[src/rtl/instr_prefetch_queue.sv]
// Instruction prefetch queue: sequential word fetcher with a small FIFO of
// {instruction, PC+4} entries presented to decode over valid/ready.
// At most one memory request is outstanding at a time. The FIFO slot for a
// fetch is reserved when the request is made, so a push can never overflow.
// A redirect clears the FIFO and restarts fetch at the new PC. A response
// that belongs to a squashed fetch is discarded.
// Optional build macro: PREFETCH_BYPASS_EN. When it is defined, a response
// that arrives while the FIFO is empty and decode is ready is forwarded
// straight to the decode outputs in the same cycle.
module instr_prefetch_queue #(
  parameter int          DEPTH    = 4,
  parameter logic [31:0] RESET_PC = 32'h0040_0000
) (
  input  logic                     clk,
  input  logic                     reset,
  output logic                     mem_req_o,
  output logic [31:0]              mem_addr_o,
  input  logic                     mem_ack_i,
  input  logic                     mem_rvalid_i,
  input  logic [31:0]              mem_rdata_i,
  input  logic                     redirect_i,
  input  logic [31:0]              redirect_pc_i,
  output logic                     instr_valid_o,
  output logic [31:0]              instr_o,
  output logic [31:0]              pc_plus_4_o,
  input  logic                     instr_ready_i,
  output logic [$clog2(DEPTH):0]   occupancy_o
);

  localparam int                PTR_W   = $clog2(DEPTH);
  localparam logic [PTR_W:0]    DEPTH_C = (PTR_W+1)'(DEPTH);

  typedef enum logic [1:0] {
    IDLE      = 2'd0,
    WAIT_RESP = 2'd1,
    DROP      = 2'd2
  } state_t;

  state_t           state, state_nxt;
  logic [31:0]      fetch_pc, fetch_pc_nxt;
  // Held low for one cycle after reset so no request issues in the reset cycle
  logic             fetch_en;

  logic [31:0]      instr_mem [DEPTH];
  logic [31:0]      pc_mem    [DEPTH];
  logic [PTR_W-1:0] rd_ptr, wr_ptr;
  logic [PTR_W:0]   count;

  logic             fifo_full;
  logic             fifo_nonempty;
  logic             push;
  logic             pop;
  logic             bypass;
  logic [31:0]      redirect_pc_aligned;

  assign fifo_full           = (count == DEPTH_C);
  assign fifo_nonempty       = (count != '0);
  assign redirect_pc_aligned = {redirect_pc_i[31:2], 2'b00};
  assign mem_addr_o          = fetch_pc;
  assign occupancy_o         = count;

  // Fetch state register and fetch PC
  always_ff @(posedge clk) begin
    if (reset) begin
      state    <= IDLE;
      fetch_pc <= RESET_PC;
      fetch_en <= 1'b0;
    end else begin
      state    <= state_nxt;
      fetch_pc <= fetch_pc_nxt;
      fetch_en <= 1'b1;
    end
  end

  // Fetch FSM: request issue, response capture, squash tracking
  always_comb begin
    state_nxt    = state;
    fetch_pc_nxt = fetch_pc;
    mem_req_o    = 1'b0;
    push         = 1'b0;
    bypass       = 1'b0;
    case (state)
      IDLE: begin
        mem_req_o = fetch_en && !fifo_full;
        if (redirect_i) begin
          fetch_pc_nxt = redirect_pc_aligned;
          // An ack in the redirect cycle still leaves a response in flight
          if (mem_req_o && mem_ack_i) begin
            state_nxt = DROP;
          end
        end else if (mem_req_o && mem_ack_i) begin
          state_nxt    = WAIT_RESP;
          fetch_pc_nxt = fetch_pc + 32'd4;
        end
      end
      WAIT_RESP: begin
        if (redirect_i) begin
          fetch_pc_nxt = redirect_pc_aligned;
          state_nxt    = mem_rvalid_i ? IDLE : DROP;
        end else if (mem_rvalid_i) begin
          state_nxt = IDLE;
`ifdef PREFETCH_BYPASS_EN
          if (!fifo_nonempty && instr_ready_i) begin
            bypass = 1'b1;
          end else begin
            push = 1'b1;
          end
`else
          push = 1'b1;
`endif
        end
      end
      DROP: begin
        if (redirect_i) begin
          fetch_pc_nxt = redirect_pc_aligned;
        end
        // The squashed response is consumed here; a redirect does not
        // create a second outstanding request, so rvalid always ends DROP.
        if (mem_rvalid_i) begin
          state_nxt = IDLE;
        end
      end
      default: begin
        state_nxt = IDLE;
      end
    endcase
  end

  // Decode-side outputs: FIFO head, or the bypassed response when enabled
  always_comb begin
    pop = fifo_nonempty && instr_ready_i && !redirect_i;
`ifdef PREFETCH_BYPASS_EN
    instr_valid_o = fifo_nonempty || bypass;
    if (bypass) begin
      instr_o     = mem_rdata_i;
      pc_plus_4_o = fetch_pc;
    end else if (fifo_nonempty) begin
      instr_o     = instr_mem[rd_ptr];
      pc_plus_4_o = pc_mem[rd_ptr];
    end else begin
      instr_o     = '0;
      pc_plus_4_o = '0;
    end
`else
    instr_valid_o = fifo_nonempty;
    if (fifo_nonempty) begin
      instr_o     = instr_mem[rd_ptr];
      pc_plus_4_o = pc_mem[rd_ptr];
    end else begin
      instr_o     = '0;
      pc_plus_4_o = '0;
    end
`endif
  end

  // FIFO pointers and occupancy; redirect empties the queue
  always_ff @(posedge clk) begin
    if (reset || redirect_i) begin
      rd_ptr <= '0;
      wr_ptr <= '0;
      count  <= '0;
    end else begin
      if (push) begin
        wr_ptr <= wr_ptr + 1'b1;
      end
      if (pop) begin
        rd_ptr <= rd_ptr + 1'b1;
      end
      case ({push, pop})
        2'b10:   count <= count + 1'b1;
        2'b01:   count <= count - 1'b1;
        default: count <= count;
      endcase
    end
  end

  // FIFO storage; the entry PC+4 is the already-advanced fetch PC
  always_ff @(posedge clk) begin
    if (push && !reset) begin
      instr_mem[wr_ptr] <= mem_rdata_i;
      pc_mem[wr_ptr]    <= fetch_pc;
    end
  end

endmodule

[config.mk]
export PLATFORM = sky130hd
export DESIGN_NAME = instr_prefetch_queue
export DESIGN_NICKNAME = d
export VERILOG_FILES = /design/src/rtl/instr_prefetch_queue.sv
export SDC_FILE = /design/constraint.sdc
export NUM_CORES = 1
export LEC_CHECK = 0
export ABC_AREA = 1
export BUFFER_PORTS_ARGS = -buffer_cell sky130_fd_sc_hd__buf_2
export CAP_MARGIN = 20
export CORE_UTILIZATION = 58
export DETAILED_ROUTE_END_ITERATION = 10
export GPL_TIMING_DRIVEN = 0
export PLACE_DENSITY = 0.9
export SYNTH_ARGS = -nofsm -noshare
export SYNTH_HDL_FRONTEND = slang
export SYNTH_SLANG_ARGS = --single-unit
[constraint.sdc]
create_clock -name clk -period 5.2 [get_ports clk]
set_input_delay 0.26 -clock clk [delete_from_list [all_inputs] [get_ports clk]]
set_output_delay 0.26 -clock clk [all_outputs]
set_load 0.03 [all_outputs]
Word-level counts from Yosys, hierarchy flattened
Memories as Yosys holds them, arrays and structs flattened. A register that Yosys moved wholly into a read port is not among the register bits.
Cells that the tools add are included.
{"block": "classes", "n_reduce_logical": 15, "n_addsub": 5, "n_eq_ne": 8, "mux": 25}
{"cell": "2-to-1 mux 32 bit", "n": 5}
{"cell": "case mux 32 bit (2 select lines)", "n": 1}
{"cell": "adder 32 x 3 -> 32 bit, second input constant", "n": 1}
{"cell": "2-to-1 mux 2 bit", "n": 10}
{"cell": "2-to-1 mux 1 bit", "n": 7}
{"cell": "case mux 2 bit (3 select lines)", "n": 1}
{"cell": "case mux 3 bit (2 select lines)", "n": 1}
{"cell": "logical AND 1 bit", "n": 5}
{"cell": "adder 2 x 1 -> 2 bit, second input constant", "n": 2}
{"cell": "equality test 2 x 1 -> 1 bit, second input constant", "n": 2}
{"cell": "equality test 2 bit, second input constant", "n": 2}
{"cell": "nonzero test 2 bit", "n": 2}
{"cell": "adder 3 x 1 -> 3 bit, second input constant", "n": 1}
{"cell": "equality test 3 bit, second input constant", "n": 1}
{"cell": "zero test 1 bit", "n": 3}
{"cell": "inequality test 3 bit, second input constant", "n": 1}
{"cell": "AND reduction 3 bit", "n": 1}
{"cell": "nonzero test 3 bit", "n": 1}
{"cell": "subtractor 3 x 1 -> 3 bit, second input constant", "n": 1}
{"cell": "zero test 2 bit", "n": 1}
{"cell": "inequality test 2 x 1 -> 1 bit, second input constant", "n": 1}
{"cell": "inequality test 2 bit, second input constant", "n": 1}
{"cell": "OR reduction 2 bit", "n": 1}
{"cell": "logical OR 1 bit", "n": 1}
{"block": "word_totals", "n_memories": 2, "mem_bits_rw": 256, "word_cells": 61, "register_bits": 42, "out_inout_bits": 101}
{"memory": "instr_mem", "depth": 4, "width": 32, "read_ports": 1, "rd_ports_with_merged_regs": 1, "wr": 1, "line_no": "44", "source": "logic [31:0] instr_mem [DEPTH];"}
{"memory": "pc_mem", "depth": 4, "width": 32, "read_ports": 1, "rd_ports_with_merged_regs": 1, "wr": 1, "line_no": "45", "source": "logic [31:0] pc_mem [DEPTH];"}

Longest topological paths before layout
{"block": "depth", "depth_word": 7, "ltp_mapped": 12, "mapped_depth_nobuf": 12}

Worst setup path after synthesis
Ideal clock, no wire load.
{"block": "synth_timing", "path_type": "register to register", "from": "reg state[1]", "to": "mem instr_mem[0][0], enable pin", "setup_time_ps": 482, "setup_slack_ps": 1273, "arrival_ps": 3445, "stages_incl_launch_ff": 7, "required_ps": 4718, "path_cell_list": "dfxtp_1 -> inv_1 -> ha_1 -> nand2_1 -> nor2_1 -> nand2_1 -> nor2_1"}
{"block": "synth_via", "elab_chain_cells": 5}
{"item": "start, declared", "line_no": "39", "source": "state_t state, state_nxt;"}
{"item": "start signal, assigned", "line_no": "69", "source": "state <= state_nxt;"}
{"item": "equality test 2 x 1 -> 1 bit", "line_no": "82", "source": "case (state)"}
{"item": "2-to-1 mux 1 bit", "line_no": "82"}
{"item": "logical AND 1 bit", "line_no": "179", "source": "if (push && !reset) begin"}
{"item": "2-to-1 mux 1 bit", "line_no": "179"}
{"item": "2-to-1 mux 1 bit (not written as such)", "line_no": "180", "source": "instr_mem[wr_ptr] <= mem_rdata_i;"}
{"item": "end, declared", "line_no": "44"}
Every way passes these cells.

==> results.yml <==
floorplan:
  die_h_um: 149
  start_util: 0.594
  dieArea_um2: 22200
  die_w_um: 149
  fp-row-count: 53
  ioPinCount: 171
  coreArea_um2: 21200
synth:
  synth_area_um2: 12600
  synth_top_family_by_area: "simple AND/OR/NAND/NOR gates"
  ys_ff_latch: 290
  synthXorXnorAreaFrac: 0.00139
  synth.distinct_cells: 35
  avgSynthCellArea_um2: 10.1
  synthCells: 1239
  synthAdderAreaFrac: 0.0116
  synth_compound_area_frac: 0.104
  synth_simple_gate_area_frac: 0.182
  yosysWarnings: 0
  synth_mux_area_frac: 0
  ys_seq_area_frac: 0.660
setup_path:
  path_cells: "buf_2 -> inv_2 -> buf_2 -> clkbuf_1 -> o21ai_0 -> a21oi_1 -> buf_2"
  cpPeakStageDelay_ns: 0.39
  critPathKind: "reg2out"
  crit_required_ns: 4.94
  critPathSlowestCell: "clkbuf_1"
  path_max_fanout: 10
  r2r_cells: 8
  crit_path_end_kind: "primary output"
  crit_path_frequent_cell: "buf_2"
  worstPathArrival_ns: 2.61
  start_kind: "register"
power:
  p_per_area_nw_per_um2: 336
  ir_worst_vdd_mv: 0.216
  leakagePower_nw: 5.77
clocking:
  cts_tree: "yes"
  cts_made_buffers: 29
  root_buffer: "clkbuf_16"
  clkTransAtPathRegs_ns: 0.06
  cts-resized-gates: 0
  htreeDepth: 1
  clockBufferDepth: 3
  clk_latency_ns: 0.54
  cts.sinks: 290
global_route:
  grt_start_max_net_pins: 31
  grt.overflow.total: 0
  grt_pass1_vias: 9748
  antenna_found_initial: 0
  grt_pass1_wl_um: 49700
  track_usage: 0.291
timing:
  clock_skew_ns: 0.0164
  worstMarginPinSlew_ns: 0.971
  fin_crit_ns: 2.87
  final-setup-viol-count: 0
  hold_viol_final: 0
  relSlewSlack: 0.351
  hold_ws_ns: 0.0511
  timing.final.ws_setup_ns: 2.33
  slew_violations: 0
  rsz0062_at_grt: "no"
  fmax_mhz: 349
  fin_crit_sh: 0.551
routing:
  drc: 0
  drt_pass1_iterations: 6
  ant_nets: 0
  avgRoutedWirePerCell_um: 18.1
  viasPerCell: 5.70
  vias: 10100
  drt_iter0_drc: 1085
  wirelength_um: 32100
min_path:
  hold-path-cell-count: 5
  min_path_type: "in2reg"
cells_and_area:
  antennaDiodeCount: 0
  drive_gt1_frac: 0.190
  areaGrowthSynthToFinish_pct: 21.0
  final_common_cell: "nor2_1"
  num-nets-final: 1557
  final_cell_mix: "nor2_1, edfxtp_1, buf_2"
placed_design:
  dp_hpwl_um: 21100
  place_congestion: 0.943
  numPortBuffers: 163
  place_ws_ns: 2.55
status:
  status: "finished, final reports clean"
job:
  cap_violations: 0
[power by group]
part           leakage [nW]  total (mW)  internal [mW]  switching [mW]
clock network         0.442        2.03           1.20           0.823
registers              2.60        2.68           2.58          0.0996
logic                  2.73       0.400          0.136           0.264
[cells in the mapped netlist (all sizes together)]
cell / count / area, µm²
a21oi: 96 / 492
a31oi: 3 / 18.8
buf: 37 / 196
clkbuf: 27 / 101
conb: 1 / 3.75
dfxtp: 42 / 841
edfxtp: 248 / 7450
fa: 1 / 20.0
ha: 10 / 125
inv: 54 / 203
nand2: 155 / 607
nand3: 45 / 253
nand4: 2 / 12.5
nor2: 356 / 1410
nor3: 1 / 5.00
o21a: 1 / 7.51
o21ai: 153 / 766
o21bai: 2 / 15.0
o22ai: 2 / 12.5
or2: 1 / 6.26
xnor2: 1 / 8.76
xor2: 1 / 8.76
[final timing paths]
path                          startpoint                          end  slack, ns
setup / recovery                register                  instr_o[13]       2.33
hold / removal         redirect_pc_i[13]  mem_addr_o[13]$_SDFFE_PP0P_       0.05
setup reg to reg   state[1]$_SDFFE_PP0P_    instr_mem[2][7]$_DFFE_PP_       2.52
hold reg to reg   rd_ptr[1]$_SDFFE_PP0P_                     register       0.50
[through the flow]
step | total power, mW | area [µm²] | cells | utilization | TNS [ns]
final | 5.11 | 15200 | 1772 | 0.718 | 0
after global routing | 5.25 | 15200 | 1772 | 0.718 | 0
after CTS | 5.12 | 15200 | 1772 | 0.718 | 0
after detailed placement | 3.10 | 13900 | 1688 | 0.659 | 0
after global placement | 3.09 | 13700 | 1680 | 0.649 | -118.54
after floorplan | 2.94 | 12600 | 1242 | - | 0
[registers in the layout, indices dropped and copies added (netlist names), named ones only]
register     flops
fetch_en         1
instr_mem      128
mem_addr_o      30
occupancy_o      3
pc_mem         120
rd_ptr           2
state            2
wr_ptr           2
[final cells by class]
class	count	area [µm²]
fillers	1430	5960
clock inverters	10	128
flip-flops and latches	290	8290
repair buffers	203	1330
multi-input cells	834	3810
clock buffers	42	795
inverters	54	203
well taps	275	344
plain buffers	64	298
[layer usage]
metal  vias to the layer above  wire, µm  global-route usage
li1                       4690         -                   -
met1                      4738     12200               0.381
met2                       581     15800               0.490
met3                        91      3030              0.0391
met4                         0      1000               0.119
met5                         -         0                   0
[timing repair]
action	4_1_cts	5_1_grt
hold endpoints to repair	128	0
buffers inserted	0	0
hold buffers	32	0
[cells by family after synthesis]
kind of cell               Yosys count
and+or+nand+nor                    560
DFF                                290
AOI/OAI and AO/OA                  257
buffers and inverters              118
adders and majority gates           11
xor gates and xnor gates             2
other                                1
[worst max-delay path: cells and delay by family (launching register included)]
kind / cells / cell delay (ns)
flops: 1 / 0.30
compound gates: 2 / 0.45
buf+inv: 5 / 1.31
(Power assumes the default switching activity.)
